**config.mk**
```make
export PLATFORM = sky130hd
export DESIGN_NAME = onehot_sequencer
export DESIGN_NICKNAME = d
export VERILOG_FILES = /design/src/rtl/onehot_seq_pkg.sv /design/src/rtl/onehot_sequencer_dwell_timer.sv /design/src/rtl/onehot_sequencer.sv
export SDC_FILE = /design/constraint.sdc
export NUM_CORES = 1
export LEC_CHECK = 0
export ABC_AREA = 0
export CORE_MARGIN = 10
export CORE_UTILIZATION = 46
export CTS_CLUSTER_DIAMETER = 80
export CTS_CLUSTER_SIZE = 30
export DETAILED_ROUTE_END_ITERATION = 16
export GPL_ROUTABILITY_DRIVEN = 0
export PLACE_DENSITY = 0.74
export SYNTH_ARGS = -nofsm -noshare
export SYNTH_HDL_FRONTEND = slang
export SYNTH_SLANG_ARGS = --single-unit
```
**constraint.sdc**
```tcl
create_clock -name clk -period 1.52 [get_ports clk]
set_input_delay 0.304 -clock clk [delete_from_list [all_inputs] [get_ports clk]]
set_output_delay 0.304 -clock clk [all_outputs]
set_load 0.01 [all_outputs]
```
**src/rtl/onehot_seq_pkg.sv**
```systemverilog
// Shared types and helpers for the one-hot stimulus sequencer and its checkers.
package onehot_seq_pkg;

  typedef enum logic [1:0] {
    ST_IDLE = 2'd0,
    ST_RUN  = 2'd1,
    ST_FIN  = 2'd2
  } state_e;

  localparam int unsigned WIDTH_DEF = 8;
  localparam int unsigned IDX_W     = $clog2(WIDTH_DEF);

  // Reference code for a given index at the default width.
  function automatic logic [WIDTH_DEF-1:0] onehot_of(input logic [IDX_W-1:0] idx);
    return WIDTH_DEF'(1) << idx;
  endfunction

endpackage

```
**src/rtl/onehot_sequencer_dwell_timer.sv**
```systemverilog
// Dwell counter: counts cycles a code has been held; flags when the hold is complete.
module dwell_timer #(
  parameter int unsigned DWELL_W = 8
) (
  input  logic               clk,
  input  logic               rst_n,
  input  logic               i_clr,
  input  logic [DWELL_W-1:0] i_dwell_q,
  output logic               o_term_c
);

  logic [DWELL_W-1:0] r_count;

  // Cleared on every code change, so it never exceeds the captured dwell.
  always_ff @(posedge clk or negedge rst_n) begin
    if (!rst_n) begin
      r_count <= '0;
    end else if (i_clr) begin
      r_count <= '0;
    end else begin
      r_count <= r_count + DWELL_W'(1);
    end
  end

  assign o_term_c = (r_count == i_dwell_q);

endmodule

```
**src/rtl/onehot_sequencer.sv**
```systemverilog
// Timed one-hot sweep generator with matching binary index, for driving an encoder under test.
module onehot_sequencer
  import onehot_seq_pkg::*;
#(
  parameter int unsigned WIDTH   = 8,
  parameter int unsigned DWELL_W = 8
) (
  input  logic                     clk,
  input  logic                     rst_n,
  input  logic                     start,
  input  logic                     stop,
  input  logic                     mode_cont,
  input  logic [DWELL_W-1:0]       dwell,
  output logic [WIDTH-1:0]         onehot_out,
  output logic [$clog2(WIDTH)-1:0] index_out,
  output logic                     strobe,
  output logic                     busy,
  output logic                     done
);

  localparam int unsigned OH_IDX_W = $clog2(WIDTH);
  localparam logic [1:0]  S_IDLE   = ST_IDLE;
  localparam logic [1:0]  S_RUN    = ST_RUN;
  localparam logic [1:0]  S_FIN    = ST_FIN;
  localparam logic [OH_IDX_W-1:0] LAST_IDX = OH_IDX_W'(WIDTH - 1);

  logic [1:0]          r_state;
  logic [WIDTH-1:0]    r_onehot;
  logic [OH_IDX_W-1:0] r_index;
  logic                r_strobe;
  logic                r_busy;
  logic                r_done;
  logic [DWELL_W-1:0]  r_dwell_q;
  logic                r_cont_q;

  logic [1:0]          w_nxt_state;
  logic [WIDTH-1:0]    w_nxt_onehot;
  logic [OH_IDX_W-1:0] w_nxt_index;
  logic                w_nxt_strobe;
  logic                w_nxt_busy;
  logic                w_nxt_done;
  logic [DWELL_W-1:0]  w_nxt_dwell_q;
  logic                w_nxt_cont_q;
  logic                w_tmr_clr;
  logic                w_term;

  dwell_timer #(
    .DWELL_W (DWELL_W)
  ) u_dwell_timer (
    .clk       (clk),
    .rst_n     (rst_n),
    .i_clr     (w_tmr_clr),
    .i_dwell_q (r_dwell_q),
    .o_term_c  (w_term)
  );

  always_ff @(posedge clk or negedge rst_n) begin
    if (!rst_n) begin
      r_state   <= S_IDLE;
      r_onehot  <= '0;
      r_index   <= '0;
      r_strobe  <= 1'b0;
      r_busy    <= 1'b0;
      r_done    <= 1'b0;
      r_dwell_q <= '0;
      r_cont_q  <= 1'b0;
    end else begin
      r_state   <= w_nxt_state;
      r_onehot  <= w_nxt_onehot;
      r_index   <= w_nxt_index;
      r_strobe  <= w_nxt_strobe;
      r_busy    <= w_nxt_busy;
      r_done    <= w_nxt_done;
      r_dwell_q <= w_nxt_dwell_q;
      r_cont_q  <= w_nxt_cont_q;
    end
  end

  // Next state and next output values; stop outranks both start and advance.
  always_comb begin
    w_nxt_state   = r_state;
    w_nxt_onehot  = '0;
    w_nxt_index   = '0;
    w_nxt_strobe  = 1'b0;
    w_nxt_busy    = 1'b0;
    w_nxt_done    = 1'b0;
    w_nxt_dwell_q = r_dwell_q;
    w_nxt_cont_q  = r_cont_q;
    w_tmr_clr     = 1'b1;

    case (r_state)
      S_IDLE: begin
        if (start && !stop) begin
          w_nxt_state   = S_RUN;
          w_nxt_onehot  = WIDTH'(1);
          w_nxt_strobe  = 1'b1;
          w_nxt_busy    = 1'b1;
          w_nxt_dwell_q = dwell;
          w_nxt_cont_q  = mode_cont;
        end
      end

      S_RUN: begin
        if (stop) begin
          w_nxt_state = S_IDLE;
        end else if (!w_term) begin
          w_nxt_onehot = r_onehot;
          w_nxt_index  = r_index;
          w_nxt_busy   = 1'b1;
          w_tmr_clr    = 1'b0;
        end else if (r_index != LAST_IDX) begin
          w_nxt_onehot = r_onehot << 1;
          w_nxt_index  = r_index + OH_IDX_W'(1);
          w_nxt_strobe = 1'b1;
          w_nxt_busy   = 1'b1;
        end else if (r_cont_q) begin
          w_nxt_onehot = WIDTH'(1);
          w_nxt_strobe = 1'b1;
          w_nxt_busy   = 1'b1;
        end else begin
          w_nxt_state = S_FIN;
          w_nxt_done  = 1'b1;
        end
      end

      S_FIN: begin
        w_nxt_state = S_IDLE;
      end

      default: begin
        w_nxt_state = S_IDLE;
      end
    endcase
  end

  assign onehot_out = r_onehot;
  assign index_out  = r_index;
  assign strobe     = r_strobe;
  assign busy       = r_busy;
  assign done       = r_done;

endmodule

```
==> qor.txt, run 1 <==
status = completed
die area = 5810 sq um
IO Port Bufs = 26
Synth top area share = 0.568
final setup violation count = 0
Clock Root Buffer = clkbuf_4
area growth from synthesis to layout = 38.7%
number of antenna violations at the first check in global routing = 0
CORE AREA = 3030 sq um
final instance count without filler cells = 219
count leader, synth = dfrtp_1
CP cell instances = xnor2_2, nand4_2, nor4_4, buf_4, a22o_1
Hold/Removal Path Class = primary input to asynchronous set/reset pin
register bit total from synthesis = 33
Num Clock Sinks = 33
hold_ws = 0.335 ns
Synth Area per Inst = 11.4 sq um
layout cells sized above 1 = 0.223
Most Crowded Layer GR = met2
Slew headroom = 0.819
met2 GRT Util = 0.198
worst-case clock buffer depth = 2
Lkg Pwr = 1.02 nW
Synth Net Count = 144
Period minus WS final = 1.47 ns
Max-Cap Viols = 0
post-synth cell types = 28
Routed Wire Length = 3330 um
final hold violations = 0
EDFF count, synth = 0
final worst setup slack = 0.0456 ns
critical path class = register to register
die height = 76.2 um
critical path endpoint category = register
slowest CP cell = dfrtp_1
Post-synth top flop = dfrtp_1
ant diodes = 0
Arrival @ worst endpoint = 1.74 ns
max incr delay on CP = 0.42 ns
starting density of the core = 0.480
clk slew on worst S/H paths = 0.10 ns
Peak supply drop = 0.680 mV
largest net degree at the start of global routing = 34
total vias in the final route = 1,136
post-synthesis sequential area ratio = 0.568
Nets = 191
worst-path fanout max = 7
DR iter-0 viols = 108
Residual DRC = 0
CTS tree = yes
first-pass GRT wire length = 5650 um
final core area utilization = 0.666
Synth warnings = 0
post-synthesis async set-or-reset flop share = 1.00
PD cells = 929 nW/um^2
worst clock skew = 0.00531 ns
drt wl/cell = 15.2 um
Placed Instances = 211
Syn Inst Count = 128
Tcrit/Tclk final = 0.970
io pins = 27
M3 GR Usage = 0.0495
vias in the first global route = 1,183
Avg Vias per Cell = 5.19
synth top area cells = dfrtp_1, nand2_1, a22o_1
FP Rows = 20
Final Total Pwr = 1.87 mW
router iterations before antenna repair = 4
die width = 76.2 um
fmax = 678 MHz
gr ovfl total = 0
cell taking the most area after synthesis = dfrtp_1
Fillers = 243
Req. time, crit path = 1.79 ns
Synth Cell Area = 1450 sq um
met1 Track Usage GR = 0.129
CTS H-tree depth = 2
number of buffers created by CTS = 5
dpl ws = -0.170 ns
worst-skew pair later-pin latency = 0.33 ns
Antenna Violating Nets Remaining = 0
Global Route Usage Sum = 0.118
actual slew at the worst max-slew pin = 0.268 ns
DP Wirelength = 2490 um
Final Max Tran Viols = 0
crit start category = register
RSZ-0062 raised after global routing = true
commonest cells in the netlist = dfrtp_1, nand2_1, a22o_1, nor2_1, xnor2_1
[placed cells by master, fill, tap and decap left out]
cell type        count
mux2_1               1
clkdlybuf4s50_1     12
dlygate4sd2_1       12
and4_4               1
a21o_1               2
o21ai_0              3
nand2b_1             1
nor4_4               1
xnor2_1              2
o22a_1               1
a31oi_1              1
nand2_1             30
buf_4               13
clkbuf_8             1
a21oi_1              1
dfrtp_2              1
nand4_2              2
nand4_1              1
nor3_2               1
nor4_2               1
clkbuf_1             1
nand3b_1             1
nor4b_1              1
nor3_1               1
xor2_1               4
ha_1                 3
xnor2_2              8
a21oi_4              1
dlymetal6s2s_1       2
and4_2               1
nor2_1               8
buf_12               2
and3_1               2
and2_1               2
clkbuf_4             5
nand3_1              3
buf_6                1
dfrtp_1             32
a22o_1               8
nor4_1               1
[final cells by class]
cell class                 instances  area [sq um]  area share
clock buffer                       7          55.1      0.0273
multi-input combinational         93           681       0.337
sequential                        33           827       0.410
tap                               44          55.1      0.0273
timing repair buffer              42           399       0.198
[sequential cells by signal (all words and copies together) (netlist names)]
register               flops
busy                       1
u_dwell_timer.r_count      8
onehot_out                 8
r_dwell_q                  8
strobe                     1
r_cont_q                   1
r_state                    2
done                       1
index_out                  3
[stage by stage]
step	setup TNS [ns]	cell area (sq um)
detailed placement	-2.61	1900
CTS	0	2000
floorplan	0	1450
global route	-0.258	2020
global placement	-1.21	1900
finish	0	2020
[routing by layer]
layer	wire length [um]	part of all wire	vias to the layer above
met4	35	0.011	0
met2	1740	0.52	32
met1	1400	0.42	569
met3	149	0.045	4
li1	-	-	531
met5	0	0	-
[kinds of logic after synthesis]
group           after synthesis  share of synthesized area
flops                        33                      0.568
simple gates                 58                      0.205
compound gates               17                     0.0938
buf+inv                       2                    0.00517
mux                           1                    0.00774
fa+ha+maj                     3                     0.0258
xor+xnor                     14                     0.0947
[path summary, 6_finish.rpt]
| check | startpoint | endpoint | slack [ns] | cells past startpoint |
|---|---|---|---|---|
| worst max-delay path | r_dwell_q[7]$_DFFE_PN0P_ | onehot_out[2]$_DFFE_PN0P_ | 0.05 | 5 |
| min in group clk | dwell[7] | r_dwell_q[7]$_DFFE_PN0P_ | 0.50 | 3 |
| worst min register to register | onehot_out[7]$_DFFE_PN0P_ | onehot_out[7]$_DFFE_PN0P_ | 0.52 | 1 |
| worst min-delay path | rst_n | strobe$_DFF_PN0_ | 0.34 | 2 |
| max in group asynchronous | rst_n | u_dwell_timer.r_count[4]$_DFF_PN0_ | 1.00 | 2 |
| worst max register to register | r_dwell_q[7]$_DFFE_PN0P_ | onehot_out[2]$_DFFE_PN0P_ | 0.05 | 5 |
[where the power goes]
group | internal [mW] | switching (mW)
clock network | 0.218 | 0.281
logic | 0.190 | 0.187
registers | 0.938 | 0.0594
[timing repair]
item / CTS / global route
gates resized for setup: 21 / 6
endpoints found under the hold margin: 0 / 0
setup endpoints to repair: 20 / 14
hold buffers: 0 / 0
setup buffers: 1 / 0
pin swaps: 1 / 5
[worst max-delay path: cells and delay by family (launching register included)]
family	cells	cell delay, ns
DFF	1	0.42
AOI/OAI and AO/OA	1	0.13
xor gates and xnor gates	1	0.20
buffers and inverters	1	0.19
and+or+nand+nor	2	0.47
(Power assumes the default switching activity.)
==> run 2, diff against run 1 <==
--- a/config.mk
+++ b/config.mk
@@ -13,6 +13,7 @@
 export DETAILED_ROUTE_END_ITERATION = 16
 export GPL_ROUTABILITY_DRIVEN = 0
 export PLACE_DENSITY = 0.74
+export SKIP_LAST_GASP = 1
 export SYNTH_ARGS = -nofsm -noshare
 export SYNTH_HDL_FRONTEND = slang
 export SYNTH_SLANG_ARGS = --single-unit
==> results of run 2 <==
Same layout as run 1: the final DEF is identical, and so are final timing and power.
==> run 3, diff against run 2 <==
--- a/config.mk
+++ b/config.mk
@@ -13,7 +13,7 @@
 export DETAILED_ROUTE_END_ITERATION = 16
 export GPL_ROUTABILITY_DRIVEN = 0
 export PLACE_DENSITY = 0.74
-export SKIP_LAST_GASP = 1
 export SYNTH_ARGS = -nofsm -noshare
 export SYNTH_HDL_FRONTEND = slang
 export SYNTH_SLANG_ARGS = --single-unit
+export TNS_END_PERCENT = 50
==> qor.txt, run 3 (synthesis results as in run 1) <==
Peak supply drop = 0.684 mV
router iterations before antenna repair = 4
clk slew on worst S/H paths = 0.10 ns
Arrival @ worst endpoint = 1.77 ns
cts hold-fix bufs = 0
fmax = 666 MHz
post-CTS setup buffers = 0
most frequent cells in the layout = dfrtp_1, nand2_1, clkdlybuf4s50_1, dlygate4sd2_1, buf_4
actual slew at the worst max-slew pin = 0.315 ns
multi-input logic area = 681 sq um
Num Clock Sinks = 33
io pins = 27
critical path class = register to register
RSZ-0062 raised after global routing = true
Req. time, crit path = 1.79 ns
IO Port Bufs = 26
Fillers = 245
ant diodes = 0
DR iter-0 viols = 104
die width = 76.2 um
number of antenna violations at the first check in global routing = 0
FP Rows = 20
Lkg Pwr = 1.01 nW
drt wl/cell = 15.2 um
total vias in the final route = 1,122
critical path endpoint category = register
Pint = 1.35 mW
Tcrit/Tclk final = 0.987
hold_ws = 0.333 ns
DP Wirelength = 2490 um
Period minus WS final = 1.50 ns
worst r2r src = r_dwell_q[7]$_DFFE_PN0P_
Antenna Violating Nets Remaining = 0
worst-skew pair later-pin latency = 0.33 ns
Final Max Tran Viols = 0
part of the power in combinational logic = 0.200
R2R cell count = 5
Max-Cap Viols = 0
number of buffers created by CTS = 5
layout cells sized above 1 = 0.218
CP cell instances = xnor2_2, nand4_2, nor4_4, buf_4, a22o_1
Clk pwr share = 0.268
Avg Vias per Cell = 5.15
Sw Share = 0.282
Clock Root Buffer = clkbuf_4
final core area utilization = 0.664
CTS H-tree depth = 2
Hold/Removal Path Class = primary input to asynchronous set/reset pin
setup TNS = 0 ns
Slew headroom = 0.787
Residual DRC = 0
flop-to-flop setup slack = 0.02 ns
starting density of the core = 0.480
CTS tree = yes
share of power burned in registers = 0.532
status = completed
area growth from synthesis to layout = 38.2%
worst-path fanout max = 7
max incr delay on CP = 0.42 ns
largest net degree at the start of global routing = 34
commonest non-fill, non-tap cell in the layout = dfrtp_1
first-pass GRT wire length = 5660 um
Psw = 0.528 mW
final setup violation count = 0
vias in the first global route = 1,182
Sequential Area = 827 sq um
die area = 5810 sq um
Global Route Usage Sum = 0.119
final hold violations = 0
FF-to-FF End = onehot_out[2]$_DFFE_PN0P_
CORE AREA = 3030 sq um
Final Total Pwr = 1.87 mW
slowest CP cell = dfrtp_1
gr ovfl total = 0
Routed Wire Length = 3320 um
crit start category = register
worst clock skew = 0.00425 ns
Nets = 190
die height = 76.2 um
PD cells = 932 nW/um^2
worst-case clock buffer depth = 2
-- run 3: cell types whose count changed in the layout (fill, tap and decap cells not counted) --
cell | previous run | this run
buf_4 | 13 | 12
-- run 3: worst max path at each step --
stage               cells past startpoint  slack (ns)                          startpoint                         to
CTS                                     1       0.003                    strobe$_DFF_PN0_                     strobe
floorplan                               4        0.02  u_dwell_timer.r_count[6]$_DFF_PN0_   index_out[0]$_DFFE_PN0P_
global route                            5       -0.06            r_dwell_q[2]$_DFFE_PN0P_  onehot_out[2]$_DFFE_PN0P_
global placement                        6       -0.09                                stop  onehot_out[1]$_DFFE_PN0P_
finish                                  5        0.02            r_dwell_q[7]$_DFFE_PN0P_  onehot_out[2]$_DFFE_PN0P_
detailed placement                      6       -0.17                                stop  onehot_out[2]$_DFFE_PN0P_
-- run 3: power by group through the flow --
stage | clock (mW) | combinational, mW | sequential (mW)
final | 0.502 | 0.375 | 0.997
after global routing | 0.562 | 0.412 | 1.00
after CTS | 0.513 | 0.360 | 0.998
after detailed placement | 0 | 0.341 | 1.01
after global placement | 0 | 0.327 | 1.00
after floorplan | 0 | 0.184 | 0.998
-- run 3: what timing repair did --
item	in CTS	in global routing
resized for setup	21	6
pin swaps	2	4
setup endpoints to repair	20	14
gates cloned	0	0
-- run 3: per-layer routing --
metal  wire (um)  GRT usage  share of wire
met5           0          0              0
met3         166     0.0495          0.050
met4          63     0.0483          0.019
met2        1710      0.198           0.52
met1        1380      0.130           0.41
-- run 3: worst max-delay path, delay by kind of cell (launching register included) --
kind	cells	cell delay, ns
simple gates	2	0.48
buf+inv	1	0.20
xor+xnor	1	0.20
flops	1	0.42
compound gates	1	0.14
-- run 3: through the flow --
stage	cell area, sq um	worst slack, ns	instances
global placement	1900	-0.0883	211
finish	2010	0.0195	218
floorplan	1450	0.0188	128
CTS	1990	0.00304	218
detailed placement	1900	-0.170	211
global route	2010	-0.0569	218
-- run 3: final cells by class --
type,count,share of cell area
Tap cell,44,0.0274
Clock buffer,7,0.0274
Timing Repair Buffer,41,0.195
Multi-Input combinational cell,93,0.339
Sequential cell,33,0.412
